--- config.mk ---
export PLATFORM = sky130hd
export DESIGN_NAME = shop_requester
export DESIGN_NICKNAME = d
export VERILOG_FILES = /design/src/rtl/shop_requester.sv
export SDC_FILE = /design/constraint.sdc
export NUM_CORES = 1
export LEC_CHECK = 0
export ABC_AREA = 1
export BUFFER_PORTS_ARGS = -buffer_cell sky130_fd_sc_hd__buf_2
export CELL_PAD_IN_SITES_DETAIL_PLACEMENT = 0
export CELL_PAD_IN_SITES_GLOBAL_PLACEMENT = 1
export CORE_MARGIN = 3
export CORE_UTILIZATION = 42
export DETAILED_ROUTE_END_ITERATION = 8
export PLACE_DENSITY = 0.85
export SETUP_SLACK_MARGIN = 0.2
export SYNTH_ARGS = -nofsm -noshare
export SYNTH_HDL_FRONTEND = slang
export SYNTH_SLANG_ARGS = --single-unit
--- constraint.sdc ---
create_clock -name clk -period 2.1 [get_ports clk]
set_clock_uncertainty 0.05 [all_clocks]
set_input_delay 0.42 -clock clk [delete_from_list [all_inputs] [get_ports clk]]
set_output_delay 0.42 -clock clk [all_outputs]
set_load 0.02 [all_outputs]
--- src/rtl/shop_requester.sv ---
// shop_requester
// Requester side of the wallet purchase interface. A debounced buy press
// for an item that is not cooling down becomes one purchase request with a
// level-scaled, saturated cost. The request is held until the wallet
// acknowledges it or a timeout expires. A successful buy produces a spawn
// pulse and starts that item's cooldown, which counts down on game ticks.
//
// Ports:
//   clk, rst            system clock, asynchronous active-high reset
//   tick                game-tick enable (one clk cycle wide)
//   buy_pulse           single-cycle buy request
//   buy_item, level     item index and upgrade level, sampled with buy_pulse
//   purchase            request to wallet, held until ack or timeout
//   unit_cost           cost of the pending request
//   ack, ok             wallet response strobe and verdict
//   spawn, spawn_item   one-cycle pulse and item index of a successful buy
//   deny                one-cycle pulse: refused, cooling or timed out
//   timeout             one-cycle pulse, coincident with deny on timeout
//   busy                high while a transaction is outstanding
//   cooling             bit i high while item i is locked
module shop_requester #(
    parameter int NUM_ITEMS      = 4,
    parameter int COST_W         = 12,
    parameter int BASE0          = 10,
    parameter int BASE1          = 25,
    parameter int BASE2          = 60,
    parameter int BASE3          = 150,
    parameter int COOLDOWN_TICKS = 8,
    parameter int TIMEOUT_CYCLES = 16
) (
    input  logic                 clk,
    input  logic                 rst,
    input  logic                 tick,
    input  logic                 buy_pulse,
    input  logic [1:0]           buy_item,
    input  logic [1:0]           level,
    output logic                 purchase,
    output logic [COST_W-1:0]    unit_cost,
    input  logic                 ack,
    input  logic                 ok,
    output logic                 spawn,
    output logic [1:0]           spawn_item,
    output logic                 deny,
    output logic                 timeout,
    output logic                 busy,
    output logic [NUM_ITEMS-1:0] cooling
);

    localparam int CD_W = $clog2(COOLDOWN_TICKS + 1);
    localparam int TO_W = $clog2(TIMEOUT_CYCLES + 1);
    localparam logic [31:0] COST_MAX = (32'd1 << COST_W) - 32'd1;

    localparam logic [0:0] S_IDLE = 1'b0;
    localparam logic [0:0] S_WAIT = 1'b1;

    logic [0:0]        state_q, state_d;
    logic [1:0]        item_q, item_d;
    logic [COST_W-1:0] cost_q, cost_d;
    logic [TO_W-1:0]   to_cnt_q, to_cnt_d;
    logic              spawn_q, spawn_d;
    logic              deny_q, deny_d;
    logic              timeout_q, timeout_d;
    logic [CD_W-1:0]   cd_cnt_q [NUM_ITEMS];
    logic [CD_W-1:0]   cd_cnt_d [NUM_ITEMS];
    logic [NUM_ITEMS-1:0] cd_load;

    logic [31:0]       base_sel;
    logic [31:0]       cost_shifted;
    logic [COST_W-1:0] cost_calc;

    // Level-scaled cost, computed wide so the shift cannot wrap before the
    // saturation compare.
    always_comb begin
        case (buy_item)
            2'd0:    base_sel = 32'(BASE0);
            2'd1:    base_sel = 32'(BASE1);
            2'd2:    base_sel = 32'(BASE2);
            default: base_sel = 32'(BASE3);
        endcase
        cost_shifted = base_sel << level;
        cost_calc    = (cost_shifted > COST_MAX) ? COST_MAX[COST_W-1:0]
                                                 : cost_shifted[COST_W-1:0];
    end

    always_comb begin
        for (int i = 0; i < NUM_ITEMS; i++) begin
            cooling[i] = (cd_cnt_q[i] != '0);
        end
    end

    // Transaction FSM. The timeout counter holds the number of completed
    // WAIT cycles, so expiry is checked on the last allowed cycle; an ack
    // in that same cycle is handled first.
    always_comb begin
        state_d   = state_q;
        item_d    = item_q;
        cost_d    = cost_q;
        to_cnt_d  = to_cnt_q;
        spawn_d   = 1'b0;
        deny_d    = 1'b0;
        timeout_d = 1'b0;
        cd_load   = '0;
        case (state_q)
            S_IDLE: begin
                if (buy_pulse) begin
                    if (cooling[buy_item]) begin
                        deny_d = 1'b1;
                    end else begin
                        item_d   = buy_item;
                        cost_d   = cost_calc;
                        to_cnt_d = '0;
                        state_d  = S_WAIT;
                    end
                end
            end
            S_WAIT: begin
                if (ack) begin
                    state_d = S_IDLE;
                    if (ok) begin
                        spawn_d         = 1'b1;
                        cd_load[item_q] = 1'b1;
                    end else begin
                        deny_d = 1'b1;
                    end
                end else if (to_cnt_q == TO_W'(TIMEOUT_CYCLES - 1)) begin
                    state_d   = S_IDLE;
                    deny_d    = 1'b1;
                    timeout_d = 1'b1;
                end else begin
                    to_cnt_d = to_cnt_q + 1'b1;
                end
            end
            default: begin
                state_d = S_IDLE;
            end
        endcase
    end

    // Per-item cooldowns: a load from a successful buy overrides a
    // coincident tick so the item always gets its full lock time.
    always_comb begin
        for (int i = 0; i < NUM_ITEMS; i++) begin
            if (cd_load[i]) begin
                cd_cnt_d[i] = CD_W'(COOLDOWN_TICKS);
            end else if (tick && (cd_cnt_q[i] != '0)) begin
                cd_cnt_d[i] = cd_cnt_q[i] - 1'b1;
            end else begin
                cd_cnt_d[i] = cd_cnt_q[i];
            end
        end
    end

    always_ff @(posedge clk or posedge rst) begin
        if (rst) begin
            state_q   <= S_IDLE;
            item_q    <= '0;
            cost_q    <= '0;
            to_cnt_q  <= '0;
            spawn_q   <= 1'b0;
            deny_q    <= 1'b0;
            timeout_q <= 1'b0;
            for (int i = 0; i < NUM_ITEMS; i++) begin
                cd_cnt_q[i] <= '0;
            end
        end else begin
            state_q   <= state_d;
            item_q    <= item_d;
            cost_q    <= cost_d;
            to_cnt_q  <= to_cnt_d;
            spawn_q   <= spawn_d;
            deny_q    <= deny_d;
            timeout_q <= timeout_d;
            for (int i = 0; i < NUM_ITEMS; i++) begin
                cd_cnt_q[i] <= cd_cnt_d[i];
            end
        end
    end

    // The request is outstanding exactly while in WAIT, so the async reset
    // of state_q drops purchase immediately.
    assign purchase   = (state_q == S_WAIT);
    assign busy       = (state_q == S_WAIT);
    assign unit_cost  = cost_q;
    assign spawn      = spawn_q;
    assign spawn_item = item_q;
    assign deny       = deny_q;
    assign timeout    = timeout_q;

endmodule

==> results.py <==
metrics = {
    "clock_tree": {
        "insertion_delay_ns": 0.29,
        "clock_tree.root_cell": "clkbuf_8",
        "cts_tree": "done",
        "htreeDepth": 2,
        "path_clk_slew_ns": 0.07,
        "cts_resized": 0,
        "cts_buffer_depth": 2,
        "cts_buffers": 5,
        "cts_setup_buffers": 0,
        "cts_sinks": 38,
        "hold_buffers": 0,
    },
    "timing": {
        "setup_viol": 0,
        "slew_violations": 0,
        "holdWs_ns": 0.1858,
        "period_needed_ns": 1.751,
        "rsz0062_at_grt": "no",
        "period_share_pct": 83.36,
        "fmax_mhz": 571.3,
        "final_hold_viol_count": 0,
        "tns_ns": 0,
    },
    "setup_path": {
        "cp.required_ns": 2.28,
        "worstSetupPathType": "reg -> reg",
        "cpMaxStageDelayCell": "dfrtp_1",
        "slowest_delay_ns": 0.42,
        "arrival_ns": 1.93,
        "end_kind": "flip-flop",
        "critPathLaunchType": "flip-flop",
        "cp_max_fo": 8,
        "path_cells": "ha_1 -> nand2_1 -> nor2_1 -> ha_1 -> nor2_1 -> nand2_2 -> or2_2 -> nand2_1",
    },
    "yosys": {
        "netlist_instances": 262,
        "synth_seq_cells": 38,
        "synth_area_leaders": "dfrtp_1 (43%), nand2_1 (8.9%), ha_1 (7.9%), nand3_1 (5.4%), o21ai_2 (5.1%)",
        "synthArstFlopShare_pct": 100.0,
        "synthesis.nets": 286,
        "ys_warn_count": 0,
        "netlist_area_sq_um": 2230,
        "avgSynthCellArea_sq_um": 8.510,
        "synth-edff-count": 0,
        "yosysSeqAreaShare_pct": 42.65,
        "synth_area_leader_cell": "dfrtp_1",
        "synth_top_area_share_pct": 42.65,
        "synthDistinctLibCells": 32,
        "synth-main-ff-cell": "dfrtp_1",
    },
    "die": {
        "initial_core_util_pct": 45.40,
        "die_area_sq_um": 6219,
        "core_sq_um": 4911,
        "rows": 25,
        "dieWidth_um": 78.86,
        "pin_count": 33,
        "die_h_um": 78.86,
    },
    "power": {
        "leakage_nw": 1.309,
        "powerDensity_nw_per_um2": 1161,
        "switchingPower_w": 0.001220,
        "p_seq_share_pct": 43.1,
        "comb_power_share_pct": 40.7,
        "p_int_w": 0.001700,
        "sw_frac_of_total_pct": 41.79,
        "irDropWorstVdd_mv": 0.6644,
        "p_clk_share_pct": 16.2,
    },
    "placement": {
        "dpl_cell_area_sq_um": 2419,
        "hpwlAfterDp_um": 3197,
        "portBuffers": 31,
        "place_congestion": 0.8098,
    },
    "final_layout": {
        "final_nets": 320,
        "fin_area_sq_um": 2515,
        "n_antenna_cell": 0,
        "drive_gt1_share_pct": 29.05,
        "syn_to_final_growth_pct": 12.79,
    },
    "outcome": {
        "status": "finished clean",
    },
    "detailed_routing": {
        "drtPass1Iterations": 4,
        "final_antenna_net_count": 0,
        "routedWlPerCell_um": 12.46,
        "dr.first_iter.drc_count": 89,
        "routed_wl_um": 4523,
        "drc": 0,
        "num_vias": 1755,
        "post_drt_via_cell_ratio": 4.835,
    },
    "job": {
        "maxCapViolCount": 0,
    },
    "grt": {
        "overflow": 0,
        "grt_usage_pct": 15.20,
        "grt_pass1_wl_um": 7452,
        "grt_start_max_net_pins": 39,
        "antenna_found_initial": 0,
        "first_global_vias": 1620,
    },
    "min_path": {
        "hp-class": "in -> async",
    },
}
[final cells by class]
class | instances | area, sq um
Clock buffer | 7 | 76.32
Sequential cell | 38 | 950.9
Inverter | 29 | 108.9
Tap cell | 67 | 83.83
Fill cell | 501 | 2396
Multi-Input combinational cell | 190 | 1132
Timing Repair Buffer | 32 | 162.7
[flip-flops by register name, indices dropped and copies added (netlist names)]
name / flops
timeout: 1
deny: 1
spawn_item: 2
to_cnt_q: 5
busy: 1
unit_cost: 11
cd_cnt_q: 16
spawn: 1
[synthesized netlist by cell type, types with 2 or more instances]
library cell  count
nand3b_1          2
clkinv_1          2
nand3_2           3
or2_0             3
nand2_2          15
nor3_1            4
buf_4             2
nand2_1          53
buf_6             2
nand3_1          24
dfrtp_1          38
or2_2             2
xor2_1            3
inv_1            21
ha_1             14
nor2_1           18
nor2_2            3
a21oi_1          10
or2_1             2
o21ai_0          10
o21ai_2          13
a21oi_2           3
inv_2             6
[critical path, delay by kind of cell (launching register included)]
kind,cells,cell delay (ns)
simple gates,6,0.81
fa+ha+maj,2,0.42
flops,1,0.42
[metrics by stage]
step	util [%]	total power [W]	setup slack, ns	cells
CTS	50.80	0.002946	0.2902	362
detailed placement	49.25	0.002460	0.2242	355
finish	51.21	0.002920	0.3495	363
global route	51.21	0.003192	0.2021	363
global placement	49.25	0.002430	0.2527	355
floorplan	-	0.002163	0.5005	262
[cell families after synthesis]
family	share of synthesized area, %
AND/OR/NAND/NOR	28.56
AO/OA/AOI/OAI	11.67
flip-flops	42.65
buffers and inverters	7.463
adder cells (fa/ha/maj)	7.856
XOR/XNOR	1.179
other	0.1682
multiplexers	0.4490
[final timing paths]
| path | endpoint | start | cells past startpoint | slack (ns) |
|---|---|---|---|---|
| worst max register to register | to_cnt_q[4]$_DFFE_PP0P_ | to_cnt_q[0]$_DFFE_PP0P_ | 8 | 0.35 |
| min in group clk | timeout$_DFF_PP0_ | ack | 2 | 0.27 |
| worst min register to register | unit_cost[7]$_DFFE_PP0P_ | unit_cost[7]$_DFFE_PP0P_ | 2 | 0.43 |
| max in group asynchronous | cd_cnt_q[13]$_DFFE_PP0P_ | rst | 3 | 1.46 |
| worst max-delay path | to_cnt_q[4]$_DFFE_PP0P_ | to_cnt_q[0]$_DFFE_PP0P_ | 8 | 0.35 |
| worst min-delay path | cd_cnt_q[7]$_DFFE_PP0P_ | rst | 3 | 0.19 |
[per-layer routing]
| layer | part of all wire [%] | routed length [um] | GRT usage (%) | vias up |
|---|---|---|---|---|
| li1 | - | - | - | 909 |
| met1 | 48 | 2183 | 20.24 | 803 |
| met5 | 0 | 0 | 0 | - |
| met3 | 4.6 | 206 | 3.401 | 8 |
| met2 | 46 | 2074 | 24.45 | 35 |
| met4 | 1.3 | 59 | 5.155 | 0 |
[power by group through the flow]
| stage | clock network (W) | registers [W] | logic, W |
|---|---|---|---|
| final | 0.000474 | 0.00126 | 0.00119 |
| after global routing | 0.000528 | 0.00131 | 0.00136 |
| after CTS | 0.000496 | 0.00126 | 0.00119 |
| after detailed placement | 0 | 0.00128 | 0.00119 |
| after global placement | 0 | 0.00127 | 0.00116 |
| after floorplan | 0 | 0.00136 | 0.000806 |
[cell usage in the layout (no fill, tap or decap), types with 3 or more instances in the layout]
master    synthesis  routed
or2_0             3       3
nor2_1           18      18
inv_2             6       6
ha_1             14      14
a21oi_2           3       3
o21ai_0          10      10
nand3_2           3       3
xor2_1            3       3
buf_2             1      31
nand2_1          53      52
a21oi_1          10      10
inv_1            21      21
nor2_2            3       3
o21ai_2          13      13
nand2_2          15      16
nor3_1            4       4
clkbuf_8          0       5
nand3_1          24      24
dfrtp_1          38      38
Note: power is estimated with default switching activity, not from simulation.
